**src/rtl/vga_frame_reader.sv**
```systemverilog
// VGA 640x480@60 scan-out of a 320x240 grayscale framebuffer with a 2-cycle pixel pipeline.
// Define VGA_PIXEL_DOUBLE_EN to scale the image 2x to full screen; otherwise it is centred 1:1.
module vga_frame_reader #(
  parameter int IMG_W  = 320,
  parameter int IMG_H  = 240,
  parameter int ADDR_W = 17,
  parameter int H_VIS  = 640,
  parameter int H_FP   = 16,
  parameter int H_SYNC = 96,
  parameter int H_BP   = 48,
  parameter int V_VIS  = 480,
  parameter int V_FP   = 10,
  parameter int V_SYNC = 2,
  parameter int V_BP   = 33
) (
  input  logic              clk,
  input  logic              rst_n,
  input  logic              enable,
  output logic [ADDR_W-1:0] rd_addr,
  output logic              rd_en,
  input  logic [7:0]        rd_data,
  output logic [7:0]        vga_r,
  output logic [7:0]        vga_g,
  output logic [7:0]        vga_b,
  output logic              vga_hs,
  output logic              vga_vs,
  output logic              vga_de,
  output logic              frame_start
);

  localparam logic [9:0] H_LAST   = 10'(H_VIS + H_FP + H_SYNC + H_BP - 1);
  localparam logic [9:0] V_LAST   = 10'(V_VIS + V_FP + V_SYNC + V_BP - 1);
  localparam logic [9:0] H_VIS_C  = 10'(H_VIS);
  localparam logic [9:0] V_VIS_C  = 10'(V_VIS);
  localparam logic [9:0] HS_FIRST = 10'(H_VIS + H_FP);
  localparam logic [9:0] HS_LAST  = 10'(H_VIS + H_FP + H_SYNC - 1);
  localparam logic [9:0] VS_FIRST = 10'(V_VIS + V_FP);
  localparam logic [9:0] VS_LAST  = 10'(V_VIS + V_FP + V_SYNC - 1);

  logic [9:0]        hcnt_reg;
  logic [9:0]        vcnt_reg;
  logic              run_reg;
  logic [ADDR_W-1:0] row_base_reg;
  logic [ADDR_W-1:0] addr_hold_reg;
  logic              win_d1_reg;
  logic              hs_d1_reg;
  logic              vs_d1_reg;
  logic              de_d1_reg;

  logic              h_last;
  logic              v_last;
  logic              visible;
  logic              hs_n;
  logic              vs_n;
  logic              window;
  logic              row_adv;
  logic [ADDR_W-1:0] col;
  logic [ADDR_W-1:0] addr_next;

  assign h_last  = (hcnt_reg == H_LAST);
  assign v_last  = (vcnt_reg == V_LAST);
  // run_reg is low only during the first cycle after reset, so nothing is shown or read from reset state.
  assign visible = run_reg && (hcnt_reg < H_VIS_C) && (vcnt_reg < V_VIS_C);
  assign hs_n    = !(run_reg && (hcnt_reg >= HS_FIRST) && (hcnt_reg <= HS_LAST));
  assign vs_n    = !(run_reg && (vcnt_reg >= VS_FIRST) && (vcnt_reg <= VS_LAST));

`ifdef VGA_PIXEL_DOUBLE_EN
  localparam logic [9:0] H_VIS_LAST = 10'(H_VIS - 1);

  assign window  = visible;
  assign col     = ADDR_W'(hcnt_reg >> 1);
  assign row_adv = visible && (hcnt_reg == H_VIS_LAST) && vcnt_reg[0];
`else
  localparam logic [9:0] X0     = 10'((H_VIS - IMG_W) / 2);
  localparam logic [9:0] X_END  = 10'((H_VIS - IMG_W) / 2 + IMG_W);
  localparam logic [9:0] X_LAST = 10'((H_VIS - IMG_W) / 2 + IMG_W - 1);
  localparam logic [9:0] Y0     = 10'((V_VIS - IMG_H) / 2);
  localparam logic [9:0] Y_END  = 10'((V_VIS - IMG_H) / 2 + IMG_H);

  assign window  = run_reg && (hcnt_reg >= X0) && (hcnt_reg < X_END) &&
                   (vcnt_reg >= Y0) && (vcnt_reg < Y_END);
  assign col     = ADDR_W'(hcnt_reg - X0);
  assign row_adv = window && (hcnt_reg == X_LAST);
`endif

  assign addr_next = row_base_reg + col;
  assign rd_en     = window && enable;
  assign rd_addr   = rd_en ? addr_next : addr_hold_reg;

  always_ff @(posedge clk or negedge rst_n) begin
    if (!rst_n) begin
      hcnt_reg      <= '0;
      vcnt_reg      <= '0;
      run_reg       <= 1'b0;
      row_base_reg  <= '0;
      addr_hold_reg <= '0;
      win_d1_reg    <= 1'b0;
      hs_d1_reg     <= 1'b1;
      vs_d1_reg     <= 1'b1;
      de_d1_reg     <= 1'b0;
      vga_r         <= '0;
      vga_g         <= '0;
      vga_b         <= '0;
      vga_hs        <= 1'b1;
      vga_vs        <= 1'b1;
      vga_de        <= 1'b0;
      frame_start   <= 1'b0;
    end else begin
      run_reg <= 1'b1;
      if (run_reg) begin
        if (h_last) begin
          hcnt_reg <= '0;
          vcnt_reg <= v_last ? 10'd0 : vcnt_reg + 10'd1;
        end else begin
          hcnt_reg <= hcnt_reg + 10'd1;
        end
      end
      // High while the counters sit at (0,0): the first cycle after reset, then every frame wrap.
      frame_start <= !run_reg || (h_last && v_last);

      if (vcnt_reg == 10'd0) begin
        row_base_reg <= '0;
      end else if (row_adv) begin
        row_base_reg <= row_base_reg + ADDR_W'(IMG_W);
      end
      if (rd_en) begin
        addr_hold_reg <= addr_next;
      end

      win_d1_reg <= rd_en;
      hs_d1_reg  <= hs_n;
      vs_d1_reg  <= vs_n;
      de_d1_reg  <= visible;

      vga_r  <= win_d1_reg ? rd_data : 8'd0;
      vga_g  <= win_d1_reg ? rd_data : 8'd0;
      vga_b  <= win_d1_reg ? rd_data : 8'd0;
      vga_hs <= hs_d1_reg;
      vga_vs <= vs_d1_reg;
      vga_de <= de_d1_reg;
    end
  end

endmodule

```
**config.mk**
```make
export PLATFORM = sky130hd
export DESIGN_NAME = vga_frame_reader
export DESIGN_NICKNAME = d
export VERILOG_FILES = /design/src/rtl/vga_frame_reader.sv
export SDC_FILE = /design/constraint.sdc
export NUM_CORES = 1
export LEC_CHECK = 0
export ABC_AREA = 1
export BUFFER_PORTS_ARGS = -buffer_cell sky130_fd_sc_hd__buf_2
export CAP_MARGIN = 20
export CORE_MARGIN = 4
export CORE_UTILIZATION = 58
export CTS_CLUSTER_DIAMETER = 30
export DETAILED_ROUTE_END_ITERATION = 10
export PLACE_DENSITY = 0.91
export SLEW_MARGIN = 15
export SYNTH_ARGS = -nofsm -noshare
export SYNTH_HDL_FRONTEND = slang
export SYNTH_SLANG_ARGS = --single-unit
export TNS_END_PERCENT = 5
```
**constraint.sdc**
```tcl
create_clock -name clk -period 2.7 [get_ports clk]
set_input_delay 0.135 -clock clk [delete_from_list [all_inputs] [get_ports clk]]
set_output_delay 0.135 -clock clk [all_outputs]
set_load 0.005 [all_outputs]
```
======== Word level (Yosys, flattened, before mapping) ========
Index checks and enable logic that the tools add are counted.
word-level totals
  bits in registers ....................... 71
  input port bits ......................... 11
  output and inout port bits .............. 46
cells by class
  add/subtract/negate cells ............... 5
  order comparisons ....................... 10
  equality and inequality tests ........... 3
  muxes and demuxes ....................... 6
  reductions and logical operators ........ 20
operators with widths
  cell                                                                number
  2-to-1 mux 17 bit                                                   3
  less-than comparator 10 x 9 -> 1 bit, second input constant         3
  adder 10 x 1 -> 10 bit, second input constant                       2
  equality test 10 bit, second input constant                         2
  2-to-1 mux 10 bit                                                   2
  adder 17 bit                                                        1
  adder 17 x 9 -> 17 bit, second input constant                       1
  logical AND 1 bit                                                   13
  subtractor 10 x 8 -> 11 bit, second input constant                  1
  equality test 10 x 9 -> 1 bit, second input constant                1
  greater-or-equal comparator 10 bit, second input constant           1
  greater-or-equal comparator 10 x 7 -> 1 bit, second input constant  1
  greater-or-equal comparator 10 x 8 -> 1 bit, second input constant  1
  greater-or-equal comparator 10 x 9 -> 1 bit, second input constant  1
  <= comparator 10 bit, second input constant                         1
  <= comparator 10 x 9 -> 1 bit, second input constant                1
  logical NOT 10 bit                                                  1
  less-than comparator 10 bit, second input constant                  1
  2-to-1 mux 8 bit                                                    1
  logical NOT 1 bit                                                   3
  AND reduction 2 bit                                                 1
  nonzero test 2 bit                                                  1
  logical OR 1 bit                                                    1

======== Logic depth before layout (Yosys ltp) ========
  depth in word-level cells ............... 8
  depth in mapped cells ................... 18

======== Worst setup path before layout ========
Ideal clock, no wire load.
  path type ............................... reg-to-output
  start ................................... register hcnt_reg[5]
  end ..................................... output rd_addr[10]
  arrival time ............................ 1.993 ns
  data required time ...................... 2.565 ns
  path slack .............................. 0.572 ns
  stages on the path, launching flop included .. 14
  buffers on the path ..................... 0
  cell sequence ........................... dfrtp_1 > inv_1 > ha_1 > inv_1 > nand2_1 > nand3_1 > nand2_1 > ha_1 > nand2_1 > inv_1 > a21oi_1 > nand2_1 > xnor2_1 > o21ai_0
between the ends
  cells in the longest elaborated chain, start to end .. 7
RTL lines
  element                                                               RTL line  text
  start, declared                                                       40        logic [9:0] hcnt_reg;
  start signal, assigned                                                115       hcnt_reg <= hcnt_reg + 10'd1;
  parallel branches: the longest is 6 deep, another holds adder 17 bit  --
  2-to-1 mux 17 bit *                                                   --
  end, declared                                                         19        output logic [ADDR_W-1:0] rd_addr,
Every way passes the cells marked *.

======== Worst setup path in the final report ========
  start ................................... register hcnt_reg[6]
  end ..................................... output rd_addr[12]
The elaborated chain is that of the path after synthesis.

==> results.yml <==
cts:
  clk_pin_slew_ns: 0.08
  worstSkewPairLatency_ns: 0.35
  htree_levels: 3
  cts_buffers: 9
  cts_sinks: 65
  cts_tree: "done"
  cts-root-buf: "clkbuf_8"
  clockBufferDepth: 2
pwr:
  peakVddDrop_mv: 0.272
  leakagePower_nw: 2.64
  p_int_mw: 1.73
  p_sw_share_pct: 31.0
  clkPwrFrac_pct: 35.9
  pwr-share-seq_pct: 44.6
  power_density_mw_per_mm2: 518
  power.switching_uw: 779
  p_comb_share_pct: 19.5
run_status:
  violations: "setup timing"
  outcome: "complete, but fails checks"
detailed_routing:
  ant_nets: 0
  drc: 0
  first_pass_iters: 5
  wl_per_cell_um: 16.0
  drt_iter0_drc: 324
  dr_total_vias: 4048
  vias_per_cell: 5.60
  wl_mm: 11.6
cells_and_area:
  largest_reg_flops: 17
  nFillCells: 457
  multi_input_area_mm2: 0.00214
  nets: 653
  design_area_mm2: 0.00485
  instances_no_fill: 723
  n_antenna_cell: 0
  final_util_pct: 71.0
  final-seq-area_mm2: 0.00163
  drive_gt1_share_pct: 20.9
  syn_to_final_growth_pct: 18.5
timing:
  period_minus_slack_ns: 2.87
  fin_crit_sh_pct: 106
  slew_headroom_pct: 42.5
  setup_violations: 7
  holdWs_ns: 0.249
  finClkSkew_ns: 0.0145
  drv_slew: 0
  hold_viol: 0
  max_freq_mhz: 348
  worstMarginPinSlew_ns: 0.862
  final.setup.tns_ns: -0.718
  worst_slack_ns: -0.172
  grt_setup_unrepaired: "yes"
die:
  die_y_um: 92
  die-area_mm2: 0.00846
  dieWidth_um: 92
  io_pins: 57
  coreArea_mm2: 0.00683
  start_util_pct: 59.9
  rows: 30
synthesis:
  ys_top_cells_by_count: "nand2_1 (166), inv_1 (64), dfrtp_1 (61)"
  async_flop_share_pct: 100
  syn_nets: 591
  yosys_register_bits: 65
  yosysSeqAreaShare_pct: 39.9
  synthCells: 560
  synth.distinct_cells: 35
  synth_area_leaders: "dfrtp_1 (37%), nand2_1 (15%), ha_1 (6.1%)"
  synthesis.area_mm2: 0.00409
  synth_edf_count: 0
  synth_most_common_cell: "nand2_1"
  synth_area_leader_cell: "dfrtp_1"
  synth_flop_cell: "dfrtp_1"
  yosysWarnings: 0
  syn_avg_cell_area_um2: 7.31
  synth.top_cell.area_share_pct: 37.3
critical_path:
  reg2reg_from: "hcnt_reg[6]"
  reg2reg_depth: 16
  cp-end-kind: "output pin"
  arrival_ns: 2.74
  critPathLaunch: "hcnt_reg[6]"
  worstPathRequired_ns: 2.57
  cp_max_fo: 4
  critPathLaunchType: "flip-flop"
  crit_type: "flip-flop to output pin"
grt:
  grt_pass1_wl_mm: 17.7
  track_usage_pct: 25.7
  first_global_vias: 3892
  grt_max_degree: 38
  antenna_found_initial: 0
  grt_overflow: 0
placement:
  place.gp.congestion: 0.876
  dp_cells: 689
  dpl.hpwl_mm: 7.17
  place_area_mm2: 0.00434
  port-buffer-count: 56
flow_run:
  cap_violations: 0
hold_path:
  holdPathStages: 3
  hold_path.startpoint: "enable"
  hp-class: "primary input to flip-flop"
==> worst max-delay path, stage by stage (launching register included) <==
cell and delay [ns]:
dfrtp_2 0.45, inv_1 0.15, ha_4 0.16, inv_1 0.05, nand2_1 0.11, nand2_1 0.08, nand2_1 0.09, nand2_2 0.08
ha_4 0.28, nand2_2 0.10, nand2_2 0.06, nand2_1 0.10, nand2_2 0.07, inv_1 0.07, nand3_1 0.08, nand2_1 0.06
nand2_1 0.08, o21ai_2 0.17, buf_2 0.14
==> layout by cell type (no fill, tap or decap), types with 9 or more instances in the layout <==
cell	Yosys	layout
ha_1	20	17
nor3_1	11	11
buf_4	17	15
clkbuf_8	0	9
o21ai_0	25	21
nand3_1	44	43
nand2_1	166	157
inv_1	64	61
buf_2	7	56
nand4_1	13	13
a21oi_1	15	11
xor2_1	14	14
dlygate4sd3_1	0	9
nor2_1	60	58
dfrtp_1	61	59
nand2_2	2	9
==> power by group through the flow <==
stage	clock, mW	sequential (mW)	combinational [mW]
after floorplan	0	1.08	0.286
after global placement	0	1.12	0.344
after detailed placement	0	1.13	0.356
after CTS	0.902	1.11	0.376
after global routing	0.944	1.13	0.534
final	0.902	1.12	0.491
==> metal layers <==
metal  vias up  track usage (%)  wire length [µm]
li1       1887                -                 -
met1      1857             30.8              4430
met2       251             45.4              5890
met3        53             4.68               867
met4         0             10.5               371
met5         -                0                 0
==> cells by family after synthesis <==
group                      share of synthesized area [%]
AOI/OAI and AO/OA                                   6.91
xor gates and xnor gates                            4.49
adders and majority gates                           6.11
buffers and inverters                               11.3
DFF                                                 39.9
other                                              0.183
and+or+nand+nor                                     31.2
==> worst paths after layout <==
| path | end | slack (ns) |
|---|---|---|
| max | rd_addr[12] | -0.17 |
| min | addr_hold_reg[7] | 0.25 |
| max reg2reg | addr_hold_reg[11] | 0.24 |
| min reg2reg | vga_de | 0.36 |
| max in group asynchronous | vga_vs | 1.41 |
| min in group asynchronous | vga_b[1] | 0.46 |
==> area by class of cell <==
cell class | count | area share [%]
Timing Repair Buffer | 80 | 9.96
Multi-Input combinational cell | 397 | 44.1
Tap cell | 96 | 2.48
Inverter | 69 | 5.39
Sequential cell | 65 | 33.7
Clock buffer | 11 | 2.71
Clock inverter | 5 | 1.70
==> timing repair <==
action / CTS / global route
gates resized for setup: 11 / 28
gates cloned: 0 / 1
pin swaps: 0 / 10
buffers inserted: 0 / 8
endpoints found under the hold margin: 43 / 0
hold buffers: 9 / 0
endpoints found under the setup margin: 14 / 14
==> through the flow <==
| stage | total power [mW] | setup slack [ns] |
|---|---|---|
| global placement | 1.46 | 0.306 |
| floorplan | 1.37 | 0.572 |
| global route | 2.61 | -0.255 |
| CTS | 2.39 | 0.0105 |
| finish | 2.51 | -0.172 |
| detailed placement | 1.48 | 0.148 |
(Power assumes the default switching activity.)
